**src/rtl/spi_ram_arbiter.sv**
```systemverilog
// Bridges the SPI slave's 10-bit command stream and a host port onto one single-port RAM.
// Round-robin arbitration with at most one access in flight; all RAM-side outputs are registered.
module spi_ram_arbiter #(
  parameter int ADDR_SIZE = 8
) (
  input  logic                 clk,
  input  logic                 rst,
  input  logic [9:0]           rx_data,
  input  logic                 rx_valid,
  output logic [7:0]           tx_data,
  output logic                 tx_valid,
  input  logic                 host_req,
  input  logic                 host_we,
  input  logic [ADDR_SIZE-1:0] host_addr,
  input  logic [7:0]           host_wdata,
  output logic                 host_gnt,
  output logic                 host_rvalid,
  output logic [7:0]           host_rdata,
  output logic                 spi_ovf,
  output logic                 ram_en,
  output logic                 ram_we,
  output logic [ADDR_SIZE-1:0] ram_addr,
  output logic [7:0]           ram_wdata,
  input  logic [7:0]           ram_rdata
);

  typedef enum logic [1:0] {IDLE, ACC_SPI, ACC_HOST, RD_WAIT} state_t;

  state_t                 state_reg, state_next;
  logic                   rx_valid_d_reg, rx_valid_d_next;
  logic                   rx_armed_reg, rx_armed_next;
  logic [ADDR_SIZE-1:0]   wr_addr_reg, wr_addr_next;
  logic [ADDR_SIZE-1:0]   rd_addr_reg, rd_addr_next;
  logic                   spi_pend_reg, spi_pend_next;
  logic                   pend_we_reg, pend_we_next;
  logic [ADDR_SIZE-1:0]   pend_addr_reg, pend_addr_next;
  logic [7:0]             pend_data_reg, pend_data_next;
  logic                   spi_ovf_reg, spi_ovf_next;
  logic                   last_spi_reg, last_spi_next;
  logic [7:0]             tx_data_reg, tx_data_next;
  logic                   tx_valid_reg, tx_valid_next;
  logic [7:0]             host_rdata_reg, host_rdata_next;
  logic                   host_rvalid_reg, host_rvalid_next;
  logic                   host_gnt_reg, host_gnt_next;
  logic                   ram_en_reg, ram_en_next;
  logic                   ram_we_reg, ram_we_next;
  logic [ADDR_SIZE-1:0]   ram_addr_reg, ram_addr_next;
  logic [7:0]             ram_wdata_reg, ram_wdata_next;

  logic                   accept;
  logic                   grant_spi;
  logic                   grant_host;
  logic [ADDR_SIZE-1:0]   payload_addr;

  assign payload_addr = ADDR_SIZE'(rx_data[7:0]);

  always_comb begin
    state_next       = state_reg;
    rx_valid_d_next  = rx_valid;
    // A word already held high when reset releases must not look like a fresh edge.
    rx_armed_next    = rx_armed_reg | ~rx_valid;
    wr_addr_next     = wr_addr_reg;
    rd_addr_next     = rd_addr_reg;
    spi_pend_next    = spi_pend_reg;
    pend_we_next     = pend_we_reg;
    pend_addr_next   = pend_addr_reg;
    pend_data_next   = pend_data_reg;
    spi_ovf_next     = spi_ovf_reg;
    last_spi_next    = last_spi_reg;
    tx_data_next     = tx_data_reg;
    tx_valid_next    = tx_valid_reg;
    host_rdata_next  = host_rdata_reg;
    host_rvalid_next = 1'b0;
    host_gnt_next    = 1'b0;
    ram_en_next      = 1'b0;
    ram_we_next      = 1'b0;
    ram_addr_next    = ram_addr_reg;
    ram_wdata_next   = ram_wdata_reg;
    grant_spi        = 1'b0;
    grant_host       = 1'b0;
    accept           = rx_valid & ~rx_valid_d_reg & rx_armed_reg;

    case (state_reg)
      IDLE: begin
        if (spi_pend_reg && host_req) begin
          grant_host = last_spi_reg;
          grant_spi  = ~last_spi_reg;
        end else begin
          grant_spi  = spi_pend_reg;
          grant_host = host_req;
        end
      end
      ACC_SPI, ACC_HOST: state_next = ram_we_reg ? IDLE : RD_WAIT;
      RD_WAIT: begin
        state_next = IDLE;
        // last_spi was loaded with the owner when this access was granted.
        if (last_spi_reg) begin
          tx_data_next  = ram_rdata;
          tx_valid_next = 1'b1;
        end else begin
          host_rdata_next  = ram_rdata;
          host_rvalid_next = 1'b1;
        end
      end
      default: state_next = IDLE;
    endcase

    if (grant_spi) begin
      state_next     = ACC_SPI;
      ram_en_next    = 1'b1;
      ram_we_next    = pend_we_reg;
      ram_addr_next  = pend_addr_reg;
      ram_wdata_next = pend_data_reg;
      last_spi_next  = 1'b1;
      spi_pend_next  = 1'b0;
    end else if (grant_host) begin
      state_next     = ACC_HOST;
      ram_en_next    = 1'b1;
      ram_we_next    = host_we;
      ram_addr_next  = host_addr;
      ram_wdata_next = host_wdata;
      last_spi_next  = 1'b0;
      host_gnt_next  = 1'b1;
    end

    // Decoded after arbitration so a word accepted this cycle re-arms spi_pend.
    if (accept) begin
      case (rx_data[9:8])
        2'b00: wr_addr_next = payload_addr;
        2'b10: rd_addr_next = payload_addr;
        2'b01: begin
          if (spi_pend_reg && !grant_spi) spi_ovf_next = 1'b1;
          spi_pend_next  = 1'b1;
          pend_we_next   = 1'b1;
          pend_addr_next = wr_addr_reg;
          pend_data_next = rx_data[7:0];
        end
        2'b11: begin
          if (spi_pend_reg && !grant_spi) spi_ovf_next = 1'b1;
          spi_pend_next  = 1'b1;
          pend_we_next   = 1'b0;
          pend_addr_next = rd_addr_reg;
          tx_valid_next  = 1'b0;
        end
      endcase
    end
  end

  always_ff @(posedge clk or posedge rst) begin
    if (rst) begin
      state_reg       <= IDLE;
      rx_valid_d_reg  <= 1'b0;
      rx_armed_reg    <= 1'b0;
      wr_addr_reg     <= '0;
      rd_addr_reg     <= '0;
      spi_pend_reg    <= 1'b0;
      pend_we_reg     <= 1'b0;
      pend_addr_reg   <= '0;
      pend_data_reg   <= 8'h00;
      spi_ovf_reg     <= 1'b0;
      last_spi_reg    <= 1'b0;
      tx_data_reg     <= 8'h00;
      tx_valid_reg    <= 1'b0;
      host_rdata_reg  <= 8'h00;
      host_rvalid_reg <= 1'b0;
      host_gnt_reg    <= 1'b0;
      ram_en_reg      <= 1'b0;
      ram_we_reg      <= 1'b0;
      ram_addr_reg    <= '0;
      ram_wdata_reg   <= 8'h00;
    end else begin
      state_reg       <= state_next;
      rx_valid_d_reg  <= rx_valid_d_next;
      rx_armed_reg    <= rx_armed_next;
      wr_addr_reg     <= wr_addr_next;
      rd_addr_reg     <= rd_addr_next;
      spi_pend_reg    <= spi_pend_next;
      pend_we_reg     <= pend_we_next;
      pend_addr_reg   <= pend_addr_next;
      pend_data_reg   <= pend_data_next;
      spi_ovf_reg     <= spi_ovf_next;
      last_spi_reg    <= last_spi_next;
      tx_data_reg     <= tx_data_next;
      tx_valid_reg    <= tx_valid_next;
      host_rdata_reg  <= host_rdata_next;
      host_rvalid_reg <= host_rvalid_next;
      host_gnt_reg    <= host_gnt_next;
      ram_en_reg      <= ram_en_next;
      ram_we_reg      <= ram_we_next;
      ram_addr_reg    <= ram_addr_next;
      ram_wdata_reg   <= ram_wdata_next;
    end
  end

  assign tx_data     = tx_data_reg;
  assign tx_valid    = tx_valid_reg;
  assign host_gnt    = host_gnt_reg;
  assign host_rvalid = host_rvalid_reg;
  assign host_rdata  = host_rdata_reg;
  assign spi_ovf     = spi_ovf_reg;
  assign ram_en      = ram_en_reg;
  assign ram_we      = ram_we_reg;
  assign ram_addr    = ram_addr_reg;
  assign ram_wdata   = ram_wdata_reg;

endmodule
```
**config.mk**
```make
export PLATFORM = sky130hd
export DESIGN_NAME = spi_ram_arbiter
export DESIGN_NICKNAME = d
export VERILOG_FILES = /design/src/rtl/spi_ram_arbiter.sv
export SDC_FILE = /design/constraint.sdc
export NUM_CORES = 1
export LEC_CHECK = 0
export CORE_ASPECT_RATIO = 0.9
export CORE_UTILIZATION = 44
export CTS_CLUSTER_DIAMETER = 40
export DETAILED_ROUTE_END_ITERATION = 8
export PLACE_DENSITY = 0.75
export SYNTH_ARGS = -nofsm -noshare
export SYNTH_HDL_FRONTEND = slang
export SYNTH_SLANG_ARGS = --single-unit
export TNS_END_PERCENT = 100
```
**constraint.sdc**
```tcl
create_clock -name clk -period 2.6 [get_ports clk]
set_clock_uncertainty 0.05 [all_clocks]
set_input_delay 0.78 -clock clk [delete_from_list [all_inputs] [get_ports clk]]
set_output_delay 0.78 -clock clk [all_outputs]
set_load 0.1 [all_outputs]
```
## Word level (Yosys, flattened, before mapping)

Index checks and enable logic that the tools add are counted.
W data, S select, Z words.

| cells by class | value |
|---|---|
| equality and inequality tests | 6 |
| multiplexer cells | 30 |
| bitwise gates (word level) | 6 |
| reduce and logical (&&, ||, !) cells | 17 |

Operator list:

| cell | number |
|---|---|
| $mux W8 | 4 |
| $mux W1 | 20 |
| $pmux W8 S2 | 1 |
| $reduce_and A2 Y1 | 6 |
| $eq A2 B2 Y1 const B | 4 |
| $mux W2 | 3 |
| $eq A2 B1 Y1 const B | 2 |
| $logic_not A2 Y1 | 2 |
| $pmux W2 S2 | 1 |
| $reduce_bool A2 Y1 | 2 |
| $reduce_bool A4 Y1 | 1 |
| $reduce_or A2 Y1 | 2 |
| $not A1 Y1 | 3 |
| $reduce_and A3 Y1 | 1 |
| $and A1 B1 Y1 | 2 |
| $logic_and A1 B1 Y1 | 2 |
| $pmux W1 S2 | 1 |
| $logic_not A1 Y1 | 1 |
| $or A1 B1 Y1 | 1 |

| word-level totals | value |
|---|---|
| flip-flop bits (word level) | 77 |
| output and inout port bits | 38 |

## Longest topological paths before layout

| logic depth | value |
|---|---|
| depth in word-level cells | 6 |
| depth in mapped cells | 7 |
| gate-level depth less buffers | 6 |

## Least setup slack after synthesis

OpenSTA, ideal clock, no wires.

| timing | value |
|---|---|
| path kind | in2reg |
| start point | in rx_data[9] |
| end point | reg rd_addr_reg[0] |
| library setup time | 0.125 ns |
| data arrival time | 1.783 ns |
| data required time | 2.425 ns |
| setup slack | 0.642 ns |
| stages on the path | 4 |
| cells stage by stage | clkbuf_1 -> or3b_1 -> buf_6 -> mux2_4 |

| on the way | value |
|---|---|
| longest elaborated chain between the ends | 2 |

RTL lines:

| what | line | text |
|---|---|---|
| start: declaration | 8 | `input logic [9:0] rx_data,` |
| $eq A2 B2 Y1 | 128 | `case (rx_data[9:8])` |
| $reduce_and A2 Y1 (no line) | -- |  |
| end signal: assignment | 176 | `rd_addr_reg <= rd_addr_next;` |
| end: declaration | 33 | `logic [ADDR_SIZE-1:0] rd_addr_reg, rd_addr_next;` |

No other way between the ends.
A chain may end at the register's enable or synchronous reset.

## Worst setup path in the final report

| timing | value |
|---|---|
| start point | in rx_valid |
| end point | reg rd_addr_reg[6] |

| on the way | value |
|---|---|
| longest elaborated chain between the ends | 3 |

RTL lines:

| what | line | text |
|---|---|---|
| start: declaration | 9 | `input logic rx_valid,` |
| $and A1 B1 Y1 (2 in series) | 81 | `accept = rx_valid & ~rx_valid_d_reg & rx_armed_reg;` |
| $reduce_and A2 Y1 (no line) | -- |  |

No other way between the ends.

==> impl_metrics.py <==
metrics = {
    "run_status": {
        "status": "finished clean",
    },
    "critical_path": {
        "worst_ep_required_time_ns": 2.77,
        "critPathMaxFanout": 8,
        "end_kind": "flop",
        "critPathKind": "input pin to flop",
        "cp-start-kind": "input pin",
        "worstPathArrival_ns": 2.40,
    },
    "grt": {
        "grt_usage": 0.191,
        "antenna_found_initial": 0,
        "first_global_vias": 2208,
        "grt_pass1_wl_um": 10800,
        "grt_max_degree": 40,
        "gr-total-overflow": 0,
    },
    "logic_synthesis": {
        "synth_commonest_cells": "dfrtp_1, mux2_2, a221o_1, and2_1, nand2_1",
        "syn_inst": 224,
        "synth_most_common_cell": "dfrtp_1",
        "ys.flop_type": "dfrtp_1",
        "syn_area_sq_mm": 0.00314,
        "syn_nets": 265,
        "ys_types": 30,
        "avgSynthCellArea_sq_um": 14.0,
        "ys_warn_count": 0,
        "yosysSeqAreaShare": 0.613,
        "synth_edf_count": 0,
        "ys_ff_latch": 77,
        "synth_top_area_share": 0.613,
        "ys_top_cells_by_area": "dfrtp_1, mux2_2, a221o_1",
        "synthArstFlopShare": 1.00,
        "synth_top_area_cell": "dfrtp_1",
    },
    "sta": {
        "final.setup.tns_ns": 0,
        "finalCritPeriodShare": 0.856,
        "hold_violations": 0,
        "max_freq_mhz": 449,
        "tightest_slew_ns": 0.771,
        "rsz0062_at_grt": "no",
        "fin_crit_ns": 2.22,
        "setup_viol_count_final": 0,
        "finalMaxSlewViolations": 0,
        "maxSlewHeadroom": 0.486,
    },
    "routing": {
        "drc": 0,
        "vias_per_cell": 5.14,
        "drt-initial-drc-count": 124,
        "drt_wl_total_um": 6700,
        "vias": 2088,
        "post_drt_wl_per_cell_um": 16.5,
        "drtAntennaViolNets": 0,
        "first_pass_iters": 4,
    },
    "floorplan": {
        "rows": 28,
        "core_sq_mm": 0.00673,
        "dieHeight_um": 82.2,
        "die-area_sq_mm": 0.00749,
        "start_util": 0.467,
        "num_io_pins": 77,
        "die_x_um": 91.1,
    },
    "final_layout": {
        "multi_input_area_sq_mm": 0.00114,
        "nFillCells": 559,
        "diodes": 0,
        "area_growth_pct": 32.0,
        "drive_gt1_frac": 0.342,
        "final_nets": 353,
        "seq_area_sq_mm": 0.00193,
    },
    "cts": {
        "ctsResizeCount": 0,
        "cts.htree.levels": 3,
        "post_cts_buffers": 0,
        "hold_buffers": 0,
        "insertion_delay_ns": 0.34,
        "cts_tree": "built",
        "path_clk_slew_ns": 0.07,
        "clkSinkCount": 77,
        "numCtsBuffers": 9,
        "clockRootBuffer": "clkbuf_8",
        "clockBufferDepth": 2,
    },
    "job": {
        "max-cap-violations": 0,
    },
    "place": {
        "port_buffers": 76,
        "routabilityCongestion": 0.773,
        "dp_hpwl_um": 4840,
    },
    "worst_hold_path": {
        "hold_path_class": "flop to flop",
    },
}
[critical path, cell delays in order]
cell             delay [ns]
clkdlybuf4s50_1        0.57
nand3b_4               0.09
or3b_1                 0.58
mux2_4                 0.38
[kinds of logic (layout without fill, tap and decap cells)]
logic type | count (synthesis) | after routing | synth area share
AND/OR/NAND/NOR | 44 | 44 | 0.0856
multiplexers | 48 | 48 | 0.178
adder cells (fa/ha/maj) | 2 | 2 | 0.00796
buffers and inverters | 17 | 109 | 0.0259
flip-flops | 77 | 77 | 0.613
AO/OA/AOI/OAI | 36 | 36 | 0.0892
[final timing paths]
kind	startpoint	to	slack (ns)	cells past startpoint
max	rx_valid	rd_addr_reg[6]	0.38	4
min	spi_ovf	spi_ovf	0.44	2
max reg2reg	state_reg[0]	ram_wdata[5]	0.72	5
min reg2reg	spi_ovf	spi_ovf	0.44	2
max in group asynchronous	rst	rd_addr_reg[0]	1.14	3
min in group asynchronous	rst	host_rdata[7]	0.74	2
[cells in the final DEF, fill, tap and decap left out, types with 2 or more instances in the layout]
master,Yosys,routed
o21ai_0,10,9
nor2_1,4,4
a21oi_1,3,2
nand2b_1,2,2
mux2i_1,8,8
clkbuf_1,7,2
and2_0,4,4
inv_1,6,5
mux2_2,32,32
o31ai_1,2,2
clkdlybuf4s50_1,0,38
nand3_1,2,2
ha_1,2,2
a21o_1,2,2
buf_4,0,49
a221o_1,16,16
and2_1,14,14
nand2_1,11,11
mux2_4,8,8
dfrtp_1,77,77
clkbuf_8,0,12
[area by class of cell]
type                       count  share of cell area
timing repair buffer          88               0.185
clock buffer                  14              0.0416
inverter                       6             0.00633
sequential                    77               0.464
tap                           90              0.0271
multi-input combinational    130               0.274
clock inverter                 1             0.00121
[metrics by stage]
stage | area, sq um | utilization | setup WS (ns) | cells | hold WS [ns]
2_1_floorplan | 3150 | - | 0.642 | 224 | 0.401
3_3_place_gp | 3970 | 0.591 | 0.0665 | 391 | 0.409
3_5_place_dp | 3970 | 0.591 | 0.0146 | 391 | 0.419
4_1_cts | 4150 | 0.617 | 0.376 | 406 | 0.436
5_1_grt | 4150 | 0.617 | 0.324 | 406 | 0.463
6_report | 4150 | 0.617 | 0.375 | 406 | 0.436
[metal layers]
layer,share of wire,routed length (um),GRT usage
met5,0,0,0
met4,0.015,99,0.0714
met3,0.043,290,0.0623
met2,0.49,3290,0.308
met1,0.45,3020,0.243
Power is left out: the tool's default activity adds up to more than one toggle a clock period on the data nets, which glitch-free logic cannot reach.
